[src/rtl/uart_receiver.sv]
// uart_receiver
//  Serial front end of the command path. Samples the asynchronous UART line
//  through a two-flop synchroniser and rebuilds 8N1 frames. Each good byte is
//  presented on DATAOUT together with a one-cycle FLAGDATAOUT strobe, so the
//  message interpreter can latch it in the same cycle.
//  Bad stop bits raise a one-cycle FRAMEERROR pulse. A held-low (break) line
//  produces a single error and then waits for the line to return high.
//  Optional feature: define UART_RECEIVER_PARITY_EN to expect one parity bit
//  after the data bits. PARITY_ODD selects the parity sense (0 even, 1 odd).
//  Without the macro, PARITYERROR is tied low and the port is kept only so the
//  interface stays the same in both builds.

module uart_receiver #(
  parameter int CLKS_PER_BIT = 5208,
  parameter int DATA_WIDTH   = 8,
  parameter bit PARITY_ODD   = 1'b0
) (
  input  logic                  UART_RECEIVER_CLOCK_50,
  input  logic                  UART_RECEIVER_RESET_InLow,
  input  logic                  UART_RECEIVER_RX_In,
  output logic [DATA_WIDTH-1:0] UART_RECEIVER_DATAOUT_OutBus,
  output logic                  UART_RECEIVER_FLAGDATAOUT_OutHigh,
  output logic                  UART_RECEIVER_FRAMEERROR_OutHigh,
  output logic                  UART_RECEIVER_PARITYERROR_OutHigh,
  output logic                  UART_RECEIVER_BUSY_OutHigh
);

  localparam int CNT_W = $clog2(CLKS_PER_BIT);
  localparam int IDX_W = (DATA_WIDTH > 1) ? $clog2(DATA_WIDTH) : 1;

  // The baud counter compares against a full bit period, and against half a
  // bit period while checking the start bit, so all samples land mid-bit.
  localparam logic [CNT_W-1:0] LastCnt = CNT_W'(CLKS_PER_BIT - 1);
  localparam logic [CNT_W-1:0] HalfCnt = CNT_W'(CLKS_PER_BIT / 2 - 1);
  localparam logic [IDX_W-1:0] LastIdx = IDX_W'(DATA_WIDTH - 1);

  typedef enum logic [2:0] {
    Idle,
    Start,
    Data,
`ifdef UART_RECEIVER_PARITY_EN
    Parity,
`endif
    Stop,
    WaitHi
  } stateT;

  stateT                 state;
  logic                  rxMeta;
  logic                  rxSync;
  logic [CNT_W-1:0]      cnt;
  logic [IDX_W-1:0]      idx;
  logic [DATA_WIDTH-1:0] shreg;
  logic [DATA_WIDTH-1:0] dataOut;
  logic                  flagOut;
  logic                  frameErr;
`ifdef UART_RECEIVER_PARITY_EN
  logic                  parityErr;
  logic                  parityMismatch;
`endif

  // Two-flop synchroniser; both flops reset to the idle (high) level so
  // releasing reset can never look like a start bit.
  always_ff @(posedge UART_RECEIVER_CLOCK_50 or negedge UART_RECEIVER_RESET_InLow) begin
    if (!UART_RECEIVER_RESET_InLow) begin
      rxMeta <= 1'b1;
      rxSync <= 1'b1;
    end else begin
      rxMeta <= UART_RECEIVER_RX_In;
      rxSync <= rxMeta;
    end
  end

  // Frame FSM: walks the start, data, parity and stop bits, and registers
  // the byte and the flag/error pulses. The pulses default to zero every cycle.
  always_ff @(posedge UART_RECEIVER_CLOCK_50 or negedge UART_RECEIVER_RESET_InLow) begin
    if (!UART_RECEIVER_RESET_InLow) begin
      state          <= Idle;
      cnt            <= '0;
      idx            <= '0;
      shreg          <= '0;
      dataOut        <= '0;
      flagOut        <= 1'b0;
      frameErr       <= 1'b0;
`ifdef UART_RECEIVER_PARITY_EN
      parityErr      <= 1'b0;
      parityMismatch <= 1'b0;
`endif
    end else begin
      flagOut   <= 1'b0;
      frameErr  <= 1'b0;
`ifdef UART_RECEIVER_PARITY_EN
      parityErr <= 1'b0;
`endif
      case (state)
        Idle: begin
          cnt <= '0;
          if (!rxSync) begin
            state <= Start;
          end
        end

        Start: begin
          if (cnt == HalfCnt) begin
            cnt <= '0;
            idx <= '0;
            if (!rxSync) begin
              state <= Data;
            end else begin
              state <= Idle;
            end
          end else begin
            cnt <= cnt + CNT_W'(1);
          end
        end

        Data: begin
          if (cnt == LastCnt) begin
            cnt        <= '0;
            shreg[idx] <= rxSync;
            if (idx == LastIdx) begin
`ifdef UART_RECEIVER_PARITY_EN
              state <= Parity;
`else
              state <= Stop;
`endif
            end else begin
              idx <= idx + IDX_W'(1);
            end
          end else begin
            cnt <= cnt + CNT_W'(1);
          end
        end

`ifdef UART_RECEIVER_PARITY_EN
        Parity: begin
          if (cnt == LastCnt) begin
            cnt            <= '0;
            parityMismatch <= (rxSync != ((^shreg) ^ PARITY_ODD));
            state          <= Stop;
          end else begin
            cnt <= cnt + CNT_W'(1);
          end
        end
`endif

        Stop: begin
          if (cnt == LastCnt) begin
            cnt <= '0;
            if (!rxSync) begin
              frameErr <= 1'b1;
              state    <= WaitHi;
`ifdef UART_RECEIVER_PARITY_EN
            end else if (parityMismatch) begin
              parityErr <= 1'b1;
              state     <= Idle;
`endif
            end else begin
              dataOut <= shreg;
              flagOut <= 1'b1;
              state   <= Idle;
            end
          end else begin
            cnt <= cnt + CNT_W'(1);
          end
        end

        WaitHi: begin
          cnt <= '0;
          if (rxSync) begin
            state <= Idle;
          end
        end

        default: begin
          cnt   <= '0;
          state <= Idle;
        end
      endcase
    end
  end

  assign UART_RECEIVER_DATAOUT_OutBus      = dataOut;
  assign UART_RECEIVER_FLAGDATAOUT_OutHigh = flagOut;
  assign UART_RECEIVER_FRAMEERROR_OutHigh  = frameErr;
  assign UART_RECEIVER_BUSY_OutHigh        = (state != Idle);
`ifdef UART_RECEIVER_PARITY_EN
  assign UART_RECEIVER_PARITYERROR_OutHigh = parityErr;
`else
  assign UART_RECEIVER_PARITYERROR_OutHigh = 1'b0;
`endif

endmodule

[config.mk]
export PLATFORM = sky130hd
export DESIGN_NAME = uart_receiver
export DESIGN_NICKNAME = d
export VERILOG_FILES = /design/src/rtl/uart_receiver.sv
export SDC_FILE = /design/constraint.sdc
export NUM_CORES = 1
export LEC_CHECK = 0
export ABC_AREA = 0
export BUFFER_PORTS_ARGS = -buffer_cell sky130_fd_sc_hd__buf_2
export CORE_MARGIN = 8
export CORE_UTILIZATION = 55
export CTS_CLUSTER_SIZE = 20
export DETAILED_ROUTE_END_ITERATION = 7
export GPL_TIMING_DRIVEN = 0
export PLACE_DENSITY = 0.86
export SLEW_MARGIN = 0
export SYNTH_ARGS = -nofsm -noshare
export SYNTH_HDL_FRONTEND = slang
export SYNTH_SLANG_ARGS = --single-unit
export TNS_END_PERCENT = 20
[constraint.sdc]
create_clock -name UART_RECEIVER_CLOCK_50 -period 2.25 [get_ports UART_RECEIVER_CLOCK_50]
set_input_delay 0.675 -clock UART_RECEIVER_CLOCK_50 [delete_from_list [all_inputs] [get_ports UART_RECEIVER_CLOCK_50]]
set_output_delay 0.675 -clock UART_RECEIVER_CLOCK_50 [all_outputs]
set_load 0.02 [all_outputs]
==> out/metrics.yaml, run 1 <==
power_and_ir_drop:
  ir_drop_v: 0.0003654
  power_leakage_nw: 1.043
  p_per_area_nw_per_um2: 505.8
sta:
  drv_slew: 0
  finalCritPeriodShare_pct: 91.65
  finClkSkew_ps: 14.84
  worst_slew_pin_slew_ps: 811.5
  setup_tns_ps: 0
  rsz0062_at_grt: "false"
  slew_headroom_pct: 45.90
  fmax_mhz: 484.9
  finalSetupViolations: 0
  fin_ws_ps: 187.9
  final_hold_viol_count: 0
  final.min_clock_period_ps: 2062
clock_tree:
  clock-sinks: 39
  path_clk_slew_ps: 130
  htree_levels: 2
  clockRootBuffer: "clkbuf_4"
  cts_tree: "done"
  cts_buffer_depth: 2
  cts-buffers-inserted: 5
  cts_setup_buffers: 0
  clk_latency_ps: 350
routing:
  drt_wl_total_um: 3476
  wire_per_inst_um: 15.25
  ant_nets: 0
  via_count: 1324
  drt_iter0_drc: 55
  drt-pass1-iter-count: 4
  drc: 0
  vias_per_cell: 5.807
run_status:
  outcome: "finished clean"
yosys:
  ys_top_cells_by_count: "dfrtp_1, nor2_1, mux2_2"
  synth-edff-count: 0
  ys_top_cells_by_area: "dfrtp_1, mux2_2, xor2_1"
  ys_types: 47
  synth_warnings: 0
  seq_area_frac_synth_pct: 49.59
  ys.flop_type: "dfrtp_1"
  syn_inst: 162
  syn-num-nets: 168
  yosysMostFrequentCell: "dfrtp_1"
  synth.top_cell.area_share_pct: 46.92
  synth.largest_area_cell: "dfrtp_1"
  async_reset_ff_share_pct: 100.0
  avgSynthCellArea_um2: 12.18
  ys_ff_latch: 39
  netlist_area_um2: 1973
run:
  cap_violations: 0
floorplan:
  die-height_um: 75.90
  core_um2: 3390
  ioPinCount: 15
  die-width_um: 75.90
  rows: 21
  start_util_pct: 58.21
  die-area_um2: 5760
finish:
  fill_cells: 267
  final_nets: 187
  diodes: 0
  drive_above_1_share_pct: 34.07
  area_growth_pct: 9.258
  final_util_pct: 63.60
place:
  dpl_worst_slack_ps: 360.3
  place_congestion: 0.8391
  numPortBuffers: 13
  hpwl_um: 2512
grt:
  grt_usage_pct: 13.41
  antenna_found_initial: 0
  grt_overflow: 0
  grt_pass1_wl_um: 5837
  grt_pass1_vias: 1259
  grt_start_max_net_pins: 40
worst_setup_path:
  arrival_ps: 1390
  start_kind: "register"
  endpoint_kind: "output pin"
  worst_ep_required_time_ps: 1570
  cp_max_fo: 15
  crit_type: "reg2out"
worst_hold_path:
  hold_path.class: "reg2reg"
sequential cells by signal, summed over array words and instances (netlist names):
| register | count |
|---|---|
| UART_RECEIVER_DATAOUT_OutBus | 8 |
| UART_RECEIVER_FLAGDATAOUT_OutHigh | 1 |
| UART_RECEIVER_FRAMEERROR_OutHigh | 1 |
| cnt | 13 |
| idx | 3 |
| rxMeta | 1 |
| rxSync | 1 |
| shreg | 8 |
| state | 3 |
worst paths after layout:
path,depth (start not counted),slack (ps),endpoint,startpoint
setup / recovery,2,190,UART_RECEIVER_BUSY_OutHigh,state[0]$_DFFE_PN0P_
setup reg to reg,6,400,idx[0]$_DFFE_PN0P_,idx[0]$_DFFE_PN0P_
hold / removal,0,360,rxSync$_DFF_PN1_,rxMeta$_DFF_PN1_
max in group asynchronous,1,1300,state[0]$_DFFE_PN0P_,UART_RECEIVER_RESET_InLow
hold reg to reg,0,360,rxSync$_DFF_PN1_,rxMeta$_DFF_PN1_
min in group asynchronous,1,400,UART_RECEIVER_FRAMEERROR_OutHigh$_DFF_PN0_,UART_RECEIVER_RESET_InLow
cells by family (layout without fill, tap and decap cells):
family	count (synthesis)	after routing	share of synthesized area, %
AOI/OAI and AO/OA	8	8	3.615
xor gates and xnor gates	11	11	4.883
adders and majority gates	3	3	1.903
buffers and inverters	8	28	2.600
DFF	39	39	49.59
muxes	17	17	9.702
other	1	1	0.1901
and+or+nand+nor	75	75	27.52
stage by stage:
stage	hold slack [ps]	instance area [um^2]	power, W	std cells
final	359.7	2156	0.001091	228
after global routing	358.5	2156	0.001141	228
after CTS	361.1	2155	0.001107	228
after detailed placement	351.5	2096	0.0007416	221
after global placement	347.1	2096	0.0007403	221
after floorplan	345.2	1973	0.0007248	162
area by class of cell:
| cell class | count | area [um^2] | area share (%) |
|---|---|---|---|
| Sequential cell | 39 | 979.7 | 45.44 |
| Multi-Input combinational cell | 115 | 943.4 | 43.76 |
| Timing Repair Buffer | 13 | 65.06 | 3.018 |
| Tap cell | 46 | 57.56 | 2.670 |
| Buffer | 7 | 47.55 | 2.205 |
| Clock buffer | 5 | 37.54 | 1.741 |
| Clock inverter | 3 | 25.02 | 1.161 |
critical path: stages, from the launching register on:
cell,delay (ps)
dfrtp_2,540
or3_1,330
buf_2,160
power breakdown:
group | total [W] | leakage, nW | internal (W) | switching [W]
registers | 0.000706 | 0.523 | 0.000704 | 0.00000228
clock network | 0.000363 | 0.0314 | 0.000125 | 0.000238
logic | 0.0000209 | 0.489 | 0.00000348 | 0.0000174
layer usage:
metal  global-route usage, %  wire, um  part of all wire [%]  up-vias
li1                        -         -                     -      625
met1                   16.40      1567                    45      660
met2                   21.77      1718                    49       34
met3                   4.211       160                   4.6        5
met4                   4.478        31                  0.89        0
met5                       0         0                     0        -
cells in the final DEF, fill, tap and decap left out, types with 2 or more instances in the layout:
cell / Yosys / final
nand2_1: 7 / 7
mux2_2: 14 / 14
and2_1: 2 / 2
nand3_1: 5 / 5
buf_4: 3 / 3
clkbuf_4: 0 / 5
xor2_1: 10 / 10
mux2_1: 3 / 3
buf_2: 2 / 15
ha_1: 3 / 3
and4_1: 3 / 3
nand4_1: 6 / 6
clkinv_4: 0 / 2
and4bb_2: 3 / 3
or3_1: 2 / 2
dfrtp_1: 37 / 36
nand4_2: 2 / 2
nor2_1: 21 / 21
nor4b_1: 2 / 2
nand3_2: 2 / 2
nor2b_1: 2 / 2
nor3_2: 2 / 2
a22o_1: 2 / 2
nand2b_1: 2 / 2
dfstp_2: 2 / 2
repair_timing:
| item | CTS | global route |
|---|---|---|
| endpoints found under the setup margin | 1 | 1 |
| hold buffers | 0 | 0 |
| pin swaps | 0 | 0 |
| resized for setup | 0 | 1 |
Note: power is estimated with default switching activity, not from simulation.
==> run 2: changes to the inputs <==
clock period = 2.35 ns   (was 2.25 ns; I/O delays follow)
==> run 2 against run 1 <==
Sequential share of layout area barely moved. Critical path depth did not move. Count of clock-buffer cells in the layout did not move. Die area did not move. Hold slack barely moved. Global-route usage rose by 0.083 points. Register-to-register slack improved by 20 ps. Critical path type unchanged. Largest cell class unchanged. Highest routed layer unchanged.
==> out/metrics.yaml, run 2 (same netlist as run 1, synthesis figures left out) <==
run_status:
  outcome: "finished clean"
floorplan:
  core_um2: 3390
  die-area_um2: 5760
  ioPinCount: 15
  rows: 21
  start_util_pct: 58.21
  die-height_um: 75.90
  die-width_um: 75.90
clock_tree:
  path_clk_slew_ps: 120
  cts-buffers-inserted: 5
  cts_buffer_depth: 2
  htree_levels: 2
  cts_tree: "done"
  post_cts_resized: 0
  ctsHoldBuffers: 0
  clockRootBuffer: "clkbuf_4"
  clk_latency_ps: 340
  cts_setup_buffers: 0
  clock-sinks: 39
grt:
  grt_pass1_wl_um: 5865
  grt_usage_pct: 13.49
  grt_overflow: 0
  antenna_found_initial: 0
  grt_start_max_net_pins: 40
  grt_pass1_vias: 1280
routing:
  wire_per_inst_um: 15.41
  vias_per_cell: 5.807
  via_count: 1324
  drt-pass1-iter-count: 4
  ant_nets: 0
  drc: 0
  drt_wl_total_um: 3513
  drt_iter0_drc: 59
power_and_ir_drop:
  p_sw_w: 0.0002454
  swShare_pct: 23.53
  p_seq_share_pct: 64.9
  ir_drop_v: 0.0003495
  clkPwrFrac_pct: 33.2
  p_per_area_nw_per_um2: 483.9
  power_leakage_nw: 1.043
  power_frac_comb_pct: 1.9
  p_int_w: 0.0007973
finish:
  largest-register: "cnt"
  final_nets: 187
  mostFrequentLayoutCells: "dfrtp_1, nor2_1, buf_2"
  drive_above_1_share_pct: 33.52
  final_util_pct: 63.57
  fill_cells: 267
  layout_commonest_cell: "dfrtp_1"
  area_growth_pct: 9.195
  diodes: 0
  largest_reg_flops: 13
worst_setup_path:
  cp_cell_sequence: "or3_1 > buf_2"
  crit_slowest_cell: "dfrtp_1"
  worst_ep_required_time_ps: 1640
  arrival_ps: 1490
  crit_type: "reg2out"
  max_stage_delay_ps: 600
  crit_family: "flip-flops"
  cp_max_fo: 15
  endpoint_kind: "output pin"
  start_kind: "register"
  crit_buf_inv: 1
run:
  cap_violations: 0
place:
  place_congestion: 0.8391
  numPortBuffers: 13
  hpwl_um: 2512
sta:
  worst_slew_pin_slew_ps: 814.3
  finClkSkew_ps: 12.48
  finalSetupViolations: 0
  slew_headroom_pct: 45.71
  finalCritPeriodShare_pct: 93.23
  final.min_clock_period_ps: 2191
  setup_tns_ps: 0
  drv_slew: 0
  fmax_mhz: 456.4
  rsz0062_at_grt: "false"
  final_hold_viol_count: 0
worst_hold_path:
  hold_path.class: "reg2reg"
## run 2: final timing paths
path	from	to	slack, ps	depth (start not counted)
max in group asynchronous	UART_RECEIVER_RESET_InLow	cnt[1]$_DFF_PN0_	1400	1
worst max-delay path	state[0]$_DFFE_PN0P_	UART_RECEIVER_BUSY_OutHigh	160	2
worst min-delay path	rxMeta$_DFF_PN1_	rxSync$_DFF_PN1_	360	0
worst max register to register	state[0]$_DFFE_PN0P_	shreg[5]$_DFFE_PN0P_	420	4
worst min register to register	rxMeta$_DFF_PN1_	rxSync$_DFF_PN1_	360	0
min in group asynchronous	UART_RECEIVER_RESET_InLow	state[0]$_DFFE_PN0P_	440	1
## run 2: per-stage QoR
step	std cells	power [W]	hold WS [ps]	setup slack (ps)	cell area (um^2)
after global placement	221	0.0007088	347.1	489.1	2096
after CTS	229	0.001060	361.1	15.56	2158
after floorplan	162	0.0006939	345.2	588.5	1973
after global routing	228	0.001092	358.5	53.60	2155
after detailed placement	221	0.0007100	351.5	430.3	2096
final	228	0.001043	359.6	159.1	2155
## run 2: power by group through the flow
stage / logic (W) / clock network (W) / registers [W]
floorplan: 0.00000550 / 0 / 0.000688
global placement: 0.0000201 / 0 / 0.000689
detailed placement: 0.0000209 / 0 / 0.000689
CTS: 0.0000207 / 0.000363 / 0.000676
global route: 0.0000243 / 0.000391 / 0.000677
finish: 0.0000199 / 0.000346 / 0.000676
## run 2: cell type report
type,instances,area [um^2],share of cell area [%]
Sequential cell,39,978.4,45.41
Multi-Input combinational cell,115,943.4,43.79
Timing Repair Buffer,13,65.06,3.020
Tap cell,46,57.56,2.671
Buffer,7,47.55,2.207
Clock buffer,5,37.54,1.742
Clock inverter,3,25.02,1.161
## run 2: metal layers
layer | routed length, um | global-route usage (%) | up-vias
met5 | 0 | 0 | -
met4 | 43 | 5.757 | 0
met3 | 168 | 4.211 | 8
met2 | 1751 | 21.48 | 35
met1 | 1550 | 16.40 | 660
li1 | - | - | 621
==> run 3: changes to the inputs <==
RECOVER_POWER = 100   (was default)
==> run 3 against run 2 <==
Utilization shrank 2.0 points. Global-route usage is the same. Routed wire length shrank 1.5%. Die area is the same. Count of clock-buffer cells in the layout is the same. Setup slack gained 40 ps. Critical path depth is the same. Maximum frequency grew 1.9%. Sequential power is essentially flat. Flip-flop and latch count is the same. Hold slack gained 1.4 ps. Via count shrank 0.83%. Largest cell class unchanged.
==> out/metrics.yaml, run 3 (same netlist as run 1, synthesis figures left out) <==
grt:
  antenna_found_initial: 0
  grt_overflow: 0
  grt_usage_pct: 13.49
  grt_pass1_vias: 1280
  grt_pass1_wl_um: 5865
  grt_start_max_net_pins: 40
clock_tree:
  clock-sinks: 39
  cts_setup_buffers: 0
  htree_levels: 2
  cts-buffers-inserted: 5
  path_clk_slew_ps: 130
  clockRootBuffer: "clkbuf_4"
  cts_tree: "done"
  cts_buffer_depth: 2
  clk_latency_ps: 340
finish:
  fill_cells: 283
  layout_commonest_cell: "dfrtp_1"
  diodes: 0
  mostFrequentLayoutCells: "dfrtp_1, nor2_1, mux2_2"
  drive_above_1_share_pct: 24.18
  largest_reg_flops: 13
  fin_cells: 228
  final_nets: 187
  largest-register: "cnt"
  area_growth_pct: 5.707
floorplan:
  start_util_pct: 58.21
  die-width_um: 75.90
  die-height_um: 75.90
  ioPinCount: 15
  core_um2: 3390
  rows: 21
  die-area_um2: 5760
worst_setup_path:
  worst_ep_required_time_ps: 1640
  crit_type: "reg2out"
  crit_buf_inv: 1
  max_stage_delay_ps: 570
  start_kind: "register"
  cp_cell_sequence: "or3_1 > clkbuf_2"
  arrival_ps: 1450
  crit_family: "flip-flops"
  endpoint_kind: "output pin"
  cp_max_fo: 15
  crit_slowest_cell: "dfrtp_1"
worst_hold_path:
  hold_path.class: "reg2reg"
place:
  place_congestion: 0.8391
  hpwl_um: 2512
  dpl_worst_slack_ps: 430.3
  dpl.cell_count: 221
  numPortBuffers: 13
routing:
  drt-pass1-iter-count: 4
  wire_per_inst_um: 15.18
  vias_per_cell: 5.759
  via_count: 1313
  drt_iter0_drc: 78
  drc: 0
  ant_nets: 0
  drt_wl_total_um: 3461
power_and_ir_drop:
  power_leakage_nw: 0.9354
  p_per_area_nw_per_um2: 499.3
  ir_drop_v: 0.0003466
sta:
  finClkSkew_ps: 14.42
  setup_tns_ps: 0
  final_hold_viol_count: 0
  worst_slew_pin_slew_ps: 914.2
  fmax_mhz: 465.0
  finalSetupViolations: 0
  whs_ps: 361.1
  finalCritPeriodShare_pct: 91.52
  slew_headroom_pct: 39.05
  drv_slew: 0
  final.min_clock_period_ps: 2151
  fin_ws_ps: 199.3
  rsz0062_at_grt: "false"
run_status:
  outcome: "finished clean"
run:
  cap_violations: 0
-- run 3: worst paths after layout --
check,cells after the start,slack [ps],start,end
worst max-delay path,2,200,state[0]$_DFFE_PN0P_,UART_RECEIVER_BUSY_OutHigh
worst min-delay path,0,360,rxMeta$_DFF_PN1_,rxSync$_DFF_PN1_
worst max register to register,6,220,cnt[0]$_DFF_PN0_,UART_RECEIVER_DATAOUT_OutBus[0]$_DFFE_PN0P_
worst min register to register,0,360,rxMeta$_DFF_PN1_,rxSync$_DFF_PN1_
max in group asynchronous,1,1310,UART_RECEIVER_RESET_InLow,cnt[5]$_DFF_PN0_
min in group asynchronous,1,470,UART_RECEIVER_RESET_InLow,state[0]$_DFFE_PN0P_
-- run 3: what timing repair did --
| item | in CTS | in global routing |
|---|---|---|
| hold buffers | 0 | 0 |
| gates resized for setup | 0 | 0 |
| setup endpoints to repair | 0 | 1 |
-- run 3: layout make-up --
cell class	count	area, um^2	area share, %
Clock buffer	5	37.54	1.800
Timing Repair Buffer	13	52.55	2.519
Tap cell	46	57.56	2.759
Clock inverter	3	25.02	1.200
Buffer	7	43.79	2.100
Sequential cell	39	978.4	46.91
Multi-Input combinational cell	115	890.9	42.71
-- run 3: worst reg2reg max path, delay by kind of cell (launching register included) --
kind / cells / cell delay (ps)
simple gates: 3 / 740
buf+inv: 1 / 270
flops: 1 / 410
fa+ha+maj: 1 / 250
mux: 1 / 370
-- run 3: through the flow --
step / instance area [um^2] / utilization, % / power, W
after CTS: 2158 / 63.68 / 0.001060
final: 2086 / 61.54 / 0.001041
after global routing: 2086 / 61.54 / 0.001092
after detailed placement: 2096 / 61.83 / 0.0007100
after floorplan: 1973 / - / 0.0006939
after global placement: 2096 / 61.83 / 0.0007088
-- run 3: power breakdown --
| group | leakage (nW) | switching (W) | total (W) | internal [W] |
|---|---|---|---|---|
| logic | 0.381 | 0.0000167 | 0.0000199 | 0.00000326 |
| registers | 0.523 | 0.00000179 | 0.000676 | 0.000674 |
| clock network | 0.0314 | 0.000226 | 0.000346 | 0.000120 |
-- run 3: metal layers --
metal / track usage [%] / routed length (um) / up-vias
li1: - / - / 626
met1: 16.40 / 1538 / 653
met2: 21.48 / 1726 / 27
met3: 4.211 / 153 / 7
met4: 5.757 / 42 / 0
met5: 0 / 0 / -
